--- config.mk ---
export PLATFORM = sky130hd
export DESIGN_NAME = row_assembler
export DESIGN_NICKNAME = d
export VERILOG_FILES = /design/src/rtl/row_assembler_pkg.sv /design/src/rtl/row_assembler_row_slot.sv /design/src/rtl/row_assembler.sv
export SDC_FILE = /design/constraint.sdc
export NUM_CORES = 1
export LEC_CHECK = 0
export ABC_AREA = 1
export CAP_MARGIN = 5
export CORE_MARGIN = 2
export CORE_UTILIZATION = 38
export CTS_CLUSTER_DIAMETER = 100
export DETAILED_ROUTE_END_ITERATION = 12
export GPL_TIMING_DRIVEN = 0
export HOLD_SLACK_MARGIN = 0.08
export SETUP_SLACK_MARGIN = 0.3
export SYNTH_ARGS = -nofsm -noshare
export SYNTH_HDL_FRONTEND = slang
export SYNTH_HIERARCHICAL = 1
export SYNTH_SLANG_ARGS = --single-unit
--- constraint.sdc ---
create_clock -name clk -period 2.6 [get_ports clk]
set_clock_uncertainty 0.1 [all_clocks]
set_input_delay 0.52 -clock clk [delete_from_list [all_inputs] [get_ports clk]]
set_output_delay 0.52 -clock clk [all_outputs]
set_load 0.1 [all_outputs]
--- src/rtl/row_assembler_pkg.sv ---
// Shared configuration and helpers for the row assembler.
// The word width and row geometry are fixed here. Every file of the
// block imports them, so this package is the single place to retune it.
package row_assembler_pkg;

   localparam int WORD_WIDTH   = 8;
   localparam int MAX_R_SIZE   = 4;
   localparam int R_DIST_WIDTH = 2;

   localparam int LANE_W = WORD_WIDTH;
   localparam int ROW_W  = WORD_WIDTH * MAX_R_SIZE;
   // Holds a length of 0..MAX_R_SIZE inclusive.
   localparam int CNT_W  = R_DIST_WIDTH + 1;

   // A configured row length of 0 or above MAX_R_SIZE means "full row".
   function automatic logic [CNT_W-1:0] eff_size(input logic [CNT_W-1:0] r);
      if (r == '0 || r > CNT_W'(MAX_R_SIZE))
         eff_size = CNT_W'(MAX_R_SIZE);
      else
         eff_size = r;
   endfunction

   // Lowest bit of lane k inside a packed row.
   function automatic int lane_lo(input int k);
      return k * LANE_W;
   endfunction

endpackage

--- src/rtl/row_assembler_row_slot.sv ---
// One ping-pong slot. It holds a row's data, its length and a full flag.
// A write with start set loads lane 0 and zeroes the other lanes, so a
// short row never exposes words left over from an earlier row.
module row_slot
   import row_assembler_pkg::*;
(
   input  logic                    clk,
   input  logic                    reset_n,
   input  logic                    wr_en,
   input  logic                    start,
   input  logic [R_DIST_WIDTH-1:0] wr_lane,
   input  logic [LANE_W-1:0]       wr_data,
   input  logic                    close,
   input  logic [CNT_W-1:0]        close_len,
   input  logic                    drain,
   output logic                    full,
   output logic [ROW_W-1:0]        data,
   output logic [CNT_W-1:0]        len
);

   // Lane storage: a row start loads lane 0 and clears the rest; later words write their own lane.
   always_ff @(posedge clk or negedge reset_n) begin
      if (!reset_n) begin
         data <= '0;
      end else if (wr_en) begin
         if (start)
            data <= ROW_W'(wr_data);
         else
            data[lane_lo(int'(wr_lane)) +: LANE_W] <= wr_data;
      end
   end

   // Full flag and length. close and drain never target the same slot in one cycle.
   always_ff @(posedge clk or negedge reset_n) begin
      if (!reset_n) begin
         full <= 1'b0;
         len  <= '0;
      end else if (close) begin
         full <= 1'b1;
         len  <= close_len;
      end else if (drain) begin
         full <= 1'b0;
      end
   end

endmodule

--- src/rtl/row_assembler.sv ---
// Packs a serial word stream into rows and double-buffers the finished rows.
// Handshakes: a word moves when in_valid & in_ready, and a row moves when
// row_valid & row_ready. Neither ready depends combinationally on the
// other side, so a drain frees input space only on the following cycle.
module row_assembler
   import row_assembler_pkg::*;
(
   input  logic                    clk,
   input  logic                    reset_n,
   input  logic [R_DIST_WIDTH:0]   r_size,
   input  logic                    in_valid,
   output logic                    in_ready,
   input  logic [WORD_WIDTH-1:0]   in_data,
   input  logic                    in_last,
   output logic                    row_valid,
   input  logic                    row_ready,
   output logic [ROW_W-1:0]        row_data,
   output logic [R_DIST_WIDTH:0]   row_len
);

   logic [1:0]              slot_full;
   logic [ROW_W-1:0]        slot_data [2];
   logic [CNT_W-1:0]        slot_len  [2];

   logic                    wr_sel;
   logic                    rd_sel;
   logic [R_DIST_WIDTH-1:0] count;
   logic [CNT_W-1:0]        size_q;

   logic                    accept;
   logic                    row_start;
   logic [CNT_W-1:0]        cur_size;
   logic [CNT_W-1:0]        cnt_next;
   logic                    close_row;
   logic                    drain;

   // Handshake decode and row-close detection. A row's size is fixed at its first word.
   always_comb begin
      in_ready  = !slot_full[wr_sel];
      row_valid = slot_full[rd_sel];
      accept    = in_valid & in_ready;
      drain     = row_valid & row_ready;
      row_start = (count == '0);
      cur_size  = row_start ? eff_size(r_size) : size_q;
      cnt_next  = CNT_W'(count) + CNT_W'(1);
      close_row = accept & ((cnt_next == cur_size) | in_last);
      row_data  = row_valid ? slot_data[rd_sel] : '0;
      row_len   = slot_len[rd_sel];
   end

   for (genvar i = 0; i < 2; i++) begin : g_slot
      row_slot u_slot (
         .clk       (clk),
         .reset_n   (reset_n),
         .wr_en     (accept & (wr_sel == 1'(i))),
         .start     (row_start),
         .wr_lane   (count),
         .wr_data   (in_data),
         .close     (close_row & (wr_sel == 1'(i))),
         .close_len (cnt_next),
         .drain     (drain & (rd_sel == 1'(i))),
         .full      (slot_full[i]),
         .data      (slot_data[i]),
         .len       (slot_len[i])
      );
   end

   // Fill-side state: word count, latched row size and the slot being filled.
   always_ff @(posedge clk or negedge reset_n) begin
      if (!reset_n) begin
         count  <= '0;
         size_q <= '0;
         wr_sel <= 1'b0;
      end else if (accept) begin
         if (row_start)
            size_q <= eff_size(r_size);
         if (close_row) begin
            count  <= '0;
            wr_sel <= ~wr_sel;
         end else begin
            count  <= count + 1'b1;
         end
      end
   end

   // Drain-side state: move to the other slot after each consumed row.
   always_ff @(posedge clk or negedge reset_n) begin
      if (!reset_n)
         rd_sel <= 1'b0;
      else if (drain)
         rd_sel <= ~rd_sel;
   end

endmodule

==> metrics, run 1 <==
Ant. Diodes=0; CP max stage delay=440 ps; I/O Buffers=52; DR vias=4373; Final Max Tran Viols=0; Hold Crit Class=flop to flop; final hold violations=0; Max clock buf depth=2; #FFs+latches synth=79; Slew HR=0.584; Slew @ Worst Pin=619 ps; sw frac=0.479; Synth warnings=6; number of global-route vias before repair=4268; CTS tree=built; post-layout min period=2310 ps; GRT overflow=0; Post-Syn Instances=678; Nets=780; H-tree depth=3; EDFF count, synth=0; DRC=0; maximum clock frequency=0.434 GHz; unrepaired setup endpoints after global routing=yes; WL final=12.9 mm; Die H=114 microns; crit end category=output pin; Reg power frac=0.249; P_leak=3.36 nW; FP Rows=40; first-pass GRT wire length=21.1 mm; TritonCTS Sinks=79; crit path DAT=1690 ps; worst-path fanout max=10; Mapped Area=4590 sq um; Slowest-stage cell, CP=dfrtp_2; Die X=114 microns; post-route setup TNS=0 ps; final hold slack=373 ps; Combinational Power Share=0.551; Crit Path Category=flop to output pin; Avg Vias per Cell=4.84; PwrDens=1070 nW/um^2; DRT Pass-1 Iters=8; top_reg_cell synth=dfrtp_1; per-cell routed wire length=14.3 microns; area post-placement=5370 sq um; status=completed; DR iter-0 viols=273; core area=11900 sq um; P_int=3.40 mW; post-route cell area=6100 sq um; Clock power frac=0.200; Max VDD drop=0.357 mV; initial antenna violation count=0; Synth cell types=25; initial cell density of the core=0.386; Worst-path clk slew=60 ps; total global-route track usage=0.209; worst path cell trace=nand2_1 -> o21ai_4 -> buf_12 -> buf_4 -> nand2_1 -> clkinvlp_4 -> buf_12; final number of setup-violating endpoints=0; die area=13000 sq um; post-synthesis sequential area ratio=0.430; fraction of registers with async set/reset=1.00; Layout area overhead=32.7%; syn_area_per_cell=6.78 sq um; reg2reg setup slack=510 ps; placed insts=878; dpl hpwl=9.74 mm; gpl congestion=0.980; Top Ports=53; critical path data required time=1980 ps; worst skew pair latency=340 ps; largest net degree at the start of global routing=65; Post-Syn Nets=707; Final ANT Viol Nets=0; final cell count without fillers=903; net switching power=3.12 mW; Fillers=1205; Crit path max-delay family=buffers and inverters; total CTS buffers=9; Startpoint Class=flop; maxcap violations=0; crit path buf inv count=4; Final Cycle Share=0.887; proportion of layout cells with a drive suffix above 1=0.180; CTS root buffer=clkbuf_16
[flip-flops by register name, summed over array words and instances, names as in the netlist]
register and cells:
count 2, g_slot.u_slot/data 64, g_slot.u_slot/full 2, g_slot.u_slot/len 6
rd_sel 1, size_q 3, wr_sel 1
[timing repair]
item                                    4_1_cts  5_1_grt
gates cloned                                  1        0
hold buffers                                  1        0
pin swaps                                     2        5
endpoints found under the hold margin        15        0
endpoints found under the setup margin       56       91
gates resized for setup                     283       58
setup buffers                                 4        3
[layout make-up]
| cell class | instances | area [sq um] | area share |
|---|---|---|---|
| multi-input combinational | 495 | 2220 | 0.364 |
| sequential | 79 | 1980 | 0.325 |
| timing repair buffer | 62 | 873 | 0.143 |
| inverter | 85 | 365 | 0.0599 |
| clock buffer | 13 | 270 | 0.0443 |
| tap | 147 | 184 | 0.0302 |
| buffer | 19 | 168 | 0.0275 |
| clock inverter | 3 | 40.0 | 0.00657 |
[metal layers]
layer	wire [microns]	up-vias	track usage
met5	0	-	0
met1	5710	2056	0.275
met2	6390	93	0.352
met4	275	0	0.0772
li1	-	2205	-
met3	515	19	0.0287
[power by group through the flow]
stage / clock, mW / combinational (mW) / sequential, mW
finish: 1.30 / 3.59 / 1.62
global route: 1.39 / 3.91 / 1.65
CTS: 1.32 / 3.39 / 1.61
detailed placement: 0 / 3.15 / 1.63
global placement: 0 / 3.12 / 1.62
floorplan: 0 / 2.42 / 1.58
[cell families after synthesis]
kind of cell / share of synthesized area
AOI/OAI and AO/OA: 0.0349
adders and majority gates: 0.0354
buffers and inverters: 0.0967
DFF: 0.430
and+or+nand+nor: 0.403
[Yosys cell counts, types with 2 or more instances]
| cell | count | area share |
|---|---|---|
| o21ai_0 | 23 | 0.025 |
| nor2_4 | 4 | 0.0098 |
| nand2_1 | 336 | 0.27 |
| inv_1 | 74 | 0.060 |
| nand3_1 | 39 | 0.042 |
| buf_4 | 2 | 0.0033 |
| nand3b_1 | 2 | 0.0033 |
| nor2_1 | 36 | 0.029 |
| nand4_1 | 4 | 0.0054 |
| buf_2 | 13 | 0.014 |
| ha_1 | 13 | 0.035 |
| dfrtp_1 | 79 | 0.43 |
| buf_6 | 3 | 0.0074 |
| o21ai_2 | 2 | 0.0038 |
| o21ai_1 | 4 | 0.0044 |
| inv_2 | 8 | 0.0065 |
| nor2_2 | 5 | 0.0068 |
| nand2_2 | 9 | 0.012 |
| nor3_1 | 16 | 0.017 |
[cell usage in the layout (no fill, tap or decap), types with 6 or more instances in the layout]
cell type,netlist,layout
nand2_1,336,334
dfrtp_1,79,77
inv_1,74,58
nand3_1,39,39
nor2_1,36,33
buf_12,0,25
o21ai_0,23,23
buf_4,2,16
nor3_1,16,16
inv_2,8,15
ha_1,13,12
clkdlybuf4s50_1,0,12
nand2_2,9,11
clkinvlp_4,0,9
clkbuf_16,0,9
buf_6,3,8
nor2_2,5,7
buf_2,13,7
buf_8,0,6
[final timing paths]
kind	end	start	cells after the start
max in group asynchronous	count[0]	reset_n	3
setup reg to reg	g_slot[1].u_slot/data[7]	count[0]	8
hold / removal	g_slot[0].u_slot/len[0]	g_slot[0].u_slot/len[0]	2
min in group asynchronous	g_slot[0].u_slot/data[6]	reset_n	2
hold reg to reg	g_slot[0].u_slot/len[0]	g_slot[0].u_slot/len[0]	2
setup / recovery	row_data[14]	rd_sel	7
[worst register-to-register path, delay by kind of cell (launching register included)]
kind	cells	cell delay, ps
buf+inv	3	530
simple gates	4	620
flops	1	500
fa+ha+maj	1	230
[metrics by stage]
stage	setup slack (ps)	total power, mW	util
after floorplan	293	3.99	-
after global placement	-1920	4.74	0.449
after detailed placement	-518	4.78	0.451
after CTS	289	6.33	0.493
after global routing	232	6.94	0.512
final	293	6.52	0.512
Note: power is estimated with default switching activity, not from simulation.
==> inputs of run 2 (changes only) <==
CTS_BUF_LIST = sky130_fd_sc_hd__clkbuf_4   (was not set)
==> metrics, run 2 (synthesis results as in run 1) <==
status=completed; post-route setup TNS=0 ps; Reg power frac=0.247; Slew HR=0.590; Max VDD drop=0.370 mV; worst path cell trace=nand2_2 -> o21ai_4 -> buf_12 -> buf_12 -> nand2_2 -> clkinvlp_4 -> buf_12; CTS tree=built; crit path DAT=1750 ps; Layout area overhead=40.6%; die area=13000 sq um; Die X=114 microns; WP depth=7; max reg flops=64; commonest non-fill, non-tap cell in the layout=nand2_1; CP max stage delay=480 ps; worst r2r path cells=7; DRT Pass-1 Iters=5; Reg with most FFs=g_slot.u_slot/data; Top Ports=53; H-tree depth=3; P_int=3.30 mW; Hold Crit Class=primary input to async pin; final number of setup-violating endpoints=0; maxcap violations=0; Reg-to-Reg End=g_slot[1].u_slot/data[4]; total global-route track usage=0.218; TritonCTS Sinks=79; number of global-route vias before repair=4315; Avg Vias per Cell=4.97; Clock power frac=0.110; final hold violations=0; crit end category=output pin; critical path data required time=1980 ps; PnR worst setup slack=227 ps; first-pass GRT wire length=21.8 mm; net switching power=3.39 mW; Startpoint Class=flop; largest net degree at the start of global routing=65; Slew @ Worst Pin=611 ps; WL final=13.7 mm; DR iter-0 viols=340; Slowest-stage cell, CP=dfrtp_2; top flop regs=g_slot.u_slot/data x64, g_slot.u_slot/len x6, size_q x3; GRT overflow=0; unrepaired setup endpoints after global routing=yes; Ant. Diodes=0; initial cell density of the core=0.386; reg2reg start=count[0]; I/O Buffers=52; sw frac=0.507; CTS root buffer=clkbuf_4; dpl hpwl=9.74 mm; maximum clock frequency=0.421 GHz; DRC=0; Total Power=6.69 mW; reg2reg setup slack=480 ps; Crit path max-delay family=buffers and inverters; PwrDens=1040 nW/um^2; Setup WS pre-CTS=-518 ps; Die H=114 microns; post-layout min period=2370 ps; Nets=787; DR vias=4519; initial antenna violation count=0; per-cell routed wire length=15.0 microns; FP Rows=40; proportion of layout cells with a drive suffix above 1=0.291; Max clock buf depth=2; Crit Path Category=flop to output pin; gpl congestion=0.980; worst skew pair latency=440 ps; Final ANT Viol Nets=0; P_leak=3.46 nW; final hold slack=374 ps; most frequent cells in the layout=nand2_1 (274), dfrtp_1 (76), nand2_2 (49); core area=11900 sq um; Final Max Tran Viols=0; crit-path most repeated cell=buf_12; Worst-path clk slew=130 ps; total CTS buffers=9; crit path buf inv count=4; Combinational Power Share=0.644; worst-path fanout max=10; Final Cycle Share=0.913
==> run 2: cell types whose count changed in the layout (fill, tap and decap cells not counted), moves of 3 or more <==
cell / change
nand2_1: -60
nand2_2: +38
nand2_4: +22
inv_1: -20
inv_2: +20
buf_12: +16
clkbuf_16: -7
clkbuf_4: +7
buf_4: -4
buf_8: -3
clkbuf_8: -3
clkinv_1: +3
==> run 2: how the worst max path moves through the flow <==
stage	startpoint	end	slack, ps
6_report	rd_sel	row_data[18]	230
3_3_place_gp	reset_n	g_slot[0].u_slot/data[20]	-1920
5_1_grt	rd_sel	row_data[16]	150
4_1_cts	rd_sel	row_data[20]	200
2_1_floorplan	wr_sel	g_slot[0].u_slot/data[25]	290
3_5_place_dp	rd_sel	row_data[6]	-520
==> run 2: layout make-up <==
cell class / instances / area, sq um
Sequential cell: 79 / 1980
Tap cell: 147 / 184
Timing Repair inverter: 1 / 8.76
Inverter: 85 / 370
Clock buffer: 10 / 75.1
Buffer: 19 / 235
Multi-Input combinational cell: 495 / 2470
Clock inverter: 6 / 51.3
Timing Repair Buffer: 68 / 1080
Fill cell: 1146 / 5450
==> run 2: power groups by stage <==
stage                     combinational [mW]  clock [mW]  sequential, mW
after global placement                  3.12           0            1.62
after CTS                               3.88       0.740            1.62
after global routing                    4.61       0.811            1.67
after detailed placement                3.15           0            1.63
final                                   4.31       0.733            1.65
after floorplan                         2.42           0            1.58
==> run 2: per-layer routing <==
metal  routed length, microns  up-vias  GRT usage
met5                        0        -          0
met4                      324        0     0.0821
met3                      477       24     0.0335
met2                     6820       99      0.364
met1                     6050     2171      0.286
li1                         -     2225          -
==> run 2: stage by stage <==
stage | instance area, sq um | utilization | instances
detailed placement | 5370 | 0.451 | 878
global route | 6460 | 0.542 | 910
floorplan | 4640 | - | 678
CTS | 6130 | 0.514 | 905
global placement | 5340 | 0.449 | 877
finish | 6460 | 0.542 | 910
==> run 2: repair_timing <==
| action | in CTS | in global routing |
|---|---|---|
| hold buffers | 1 | 0 |
| endpoints found under the hold margin | 15 | 0 |
| pin swaps | 14 | 35 |
| endpoints found under the setup margin | 57 | 67 |
| gates resized for setup | 396 | 90 |
| cloned | 4 | 1 |
| buffers inserted | 6 | 4 |
==> inputs of run 3 (changes only) <==
CORE_UTILIZATION = 30   (was 38)
==> metrics, run 3 (synthesis results as in run 1) <==
CTS tree=built; Reg with most FFs=g_slot.u_slot/data; number of global-route vias before repair=4132; maxcap violations=0; Fillers=1509; TritonCTS Sinks=79; Startpoint Class=flop; Final Cycle Share=0.918; H-tree depth=3; unrepaired setup endpoints after global routing=yes; Max clock buf depth=2; worst path cell trace=buf_12 -> inv_16 -> clkbuf_16 -> nand2_4 -> nand2_4 -> nand2_2 -> inv_2 -> buf_12; Setup WS pre-CTS=-544 ps; Multi-input gate area=2520 sq um; final cell count without fillers=952; grt met3 use=0.0225; commonest non-fill, non-tap cell in the layout=nand2_1; top flop regs=g_slot.u_slot/data x64, g_slot.u_slot/len x6, size_q x3; WL final=13.5 mm; net switching power=3.40 mW; status=completed; Combinational Power Share=0.637; Max VDD drop=0.415 mV; Die H=128 microns; post-layout min period=2390 ps; largest net degree at the start of global routing=50; P_leak=3.53 nW; Final Max Tran Viols=0; final number of setup-violating endpoints=0; grt met1 use=0.226; PwrDens=1030 nW/um^2; I/O Buffers=52; Top Ports=53; worst skew pair latency=440 ps; P_int=3.40 mW; per-cell routed wire length=14.2 microns; met2 usage=0.276; Avg Vias per Cell=4.61; DRT Pass-1 Iters=5; Nets=788; Reg power frac=0.244; DRC=0; FP Rows=45; Slew @ Worst Pin=654 ps; dpl hpwl=9.81 mm; placed insts=919; CTS root buffer=clkbuf_4; Die X=128 microns; Clock power frac=0.120; area post-placement=5420 sq um; critical path data required time=1980 ps; sw frac=0.500; GRT overflow=0; Layout area overhead=43.8%; max reg flops=64; die area=16300 sq um; Slew HR=0.561; Worst-path clk slew=110 ps; DR iter-0 viols=280; worst-path fanout max=7; Hold Crit Class=flop to flop; fin util=0.438; total global-route track usage=0.167; Hold Path Depth=2; maximum clock frequency=0.419 GHz; Slowest-stage cell, CP=dfrtp_2; core area=15100 sq um; initial antenna violation count=1; first-pass GRT wire length=21.3 mm; worst r2r path cells=10; CP max stage delay=490 ps; initial cell density of the core=0.304; DR vias=4385; register area=1980 sq um; final hold violations=0; proportion of layout cells with a drive suffix above 1=0.296; Crit Path Category=flop to output pin; total CTS buffers=9; busiest layer in global routing=met2; most frequent cells in the layout=nand2_1 (269), dfrtp_1 (76), nand2_2 (50); Total Power=6.81 mW; PnR worst setup slack=213 ps; Final ANT Viol Nets=0; gpl congestion=0.954; crit end category=output pin; crit path DAT=1770 ps; post-route cell area=6610 sq um
run 3: changes by cell type in the layout (fill, tap and decap cells not counted), moves of 2 or more:
cell and delta:
clkbuf_16 +2, clkinv_1 -2, buf_8 +3, nor2_4 +3, inv_1 +3, nor2_2 -3
buf_6 +2, nand2_4 +4, buf_12 -3, inv_2 -3, nand2_1 -5, buf_4 -2
run 3: repair_timing:
item / in CTS / in global routing
gates cloned: 0 / 5
resized for setup: 350 / 147
buffers inserted: 6 / 5
endpoints found under the setup margin: 91 / 81
endpoints found under the hold margin: 30 / 0
pin swaps: 3 / 42
hold buffers: 1 / 0
run 3: cell type report:
type	count	area share
repair inverters	1	0.00246
multi-input cells	495	0.381
plain buffers	19	0.0339
flip-flops and latches	79	0.300
inverters	85	0.0566
clock inverters	5	0.0112
diodes	1	0.000379
repair buffers	69	0.167
clock buffers	10	0.0114
well taps	188	0.0356
run 3: power by group through the flow:
stage	clock [mW]	sequential (mW)	combinational, mW
finish	0.815	1.66	4.34
global route	0.879	1.69	4.65
CTS	0.828	1.61	3.60
detailed placement	0	1.63	3.18
global placement	0	1.63	3.16
floorplan	0	1.58	2.42
run 3: worst max-delay path: cells and delay by family (launching register included):
kind	cells	cell delay [ps]
AND/OR/NAND/NOR	3	180
flip-flops	1	490
buffers and inverters	5	640
run 3: layer usage:
metal / vias to the layer above / share of wire
met5: - / 0
met4: 0 / 0.027
met1: 2049 / 0.46
met3: 25 / 0.033
li1: 2224 / -
met2: 87 / 0.48
run 3: final timing paths:
check | from | endpoint | slack, ps
max in group asynchronous | reset_n | g_slot[0].u_slot/data[23] | 1370
worst max register to register | wr_sel | g_slot[1].u_slot/data[23] | 470
worst min-delay path | g_slot[0].u_slot/data[30] | g_slot[0].u_slot/data[30] | 390
min in group asynchronous | reset_n | g_slot[1].u_slot/data[2] | 450
worst max-delay path | rd_sel | row_data[11] | 210
worst min register to register | g_slot[0].u_slot/data[30] | g_slot[0].u_slot/data[30] | 390
run 3: per-stage QoR:
step / TNS, ps / hold WS (ps)
3_5_place_dp: -16120 / 359
2_1_floorplan: 0 / 124
5_1_grt: 0 / 416
3_3_place_gp: -177490 / 356
6_report: 0 / 392
4_1_cts: 0 / 390
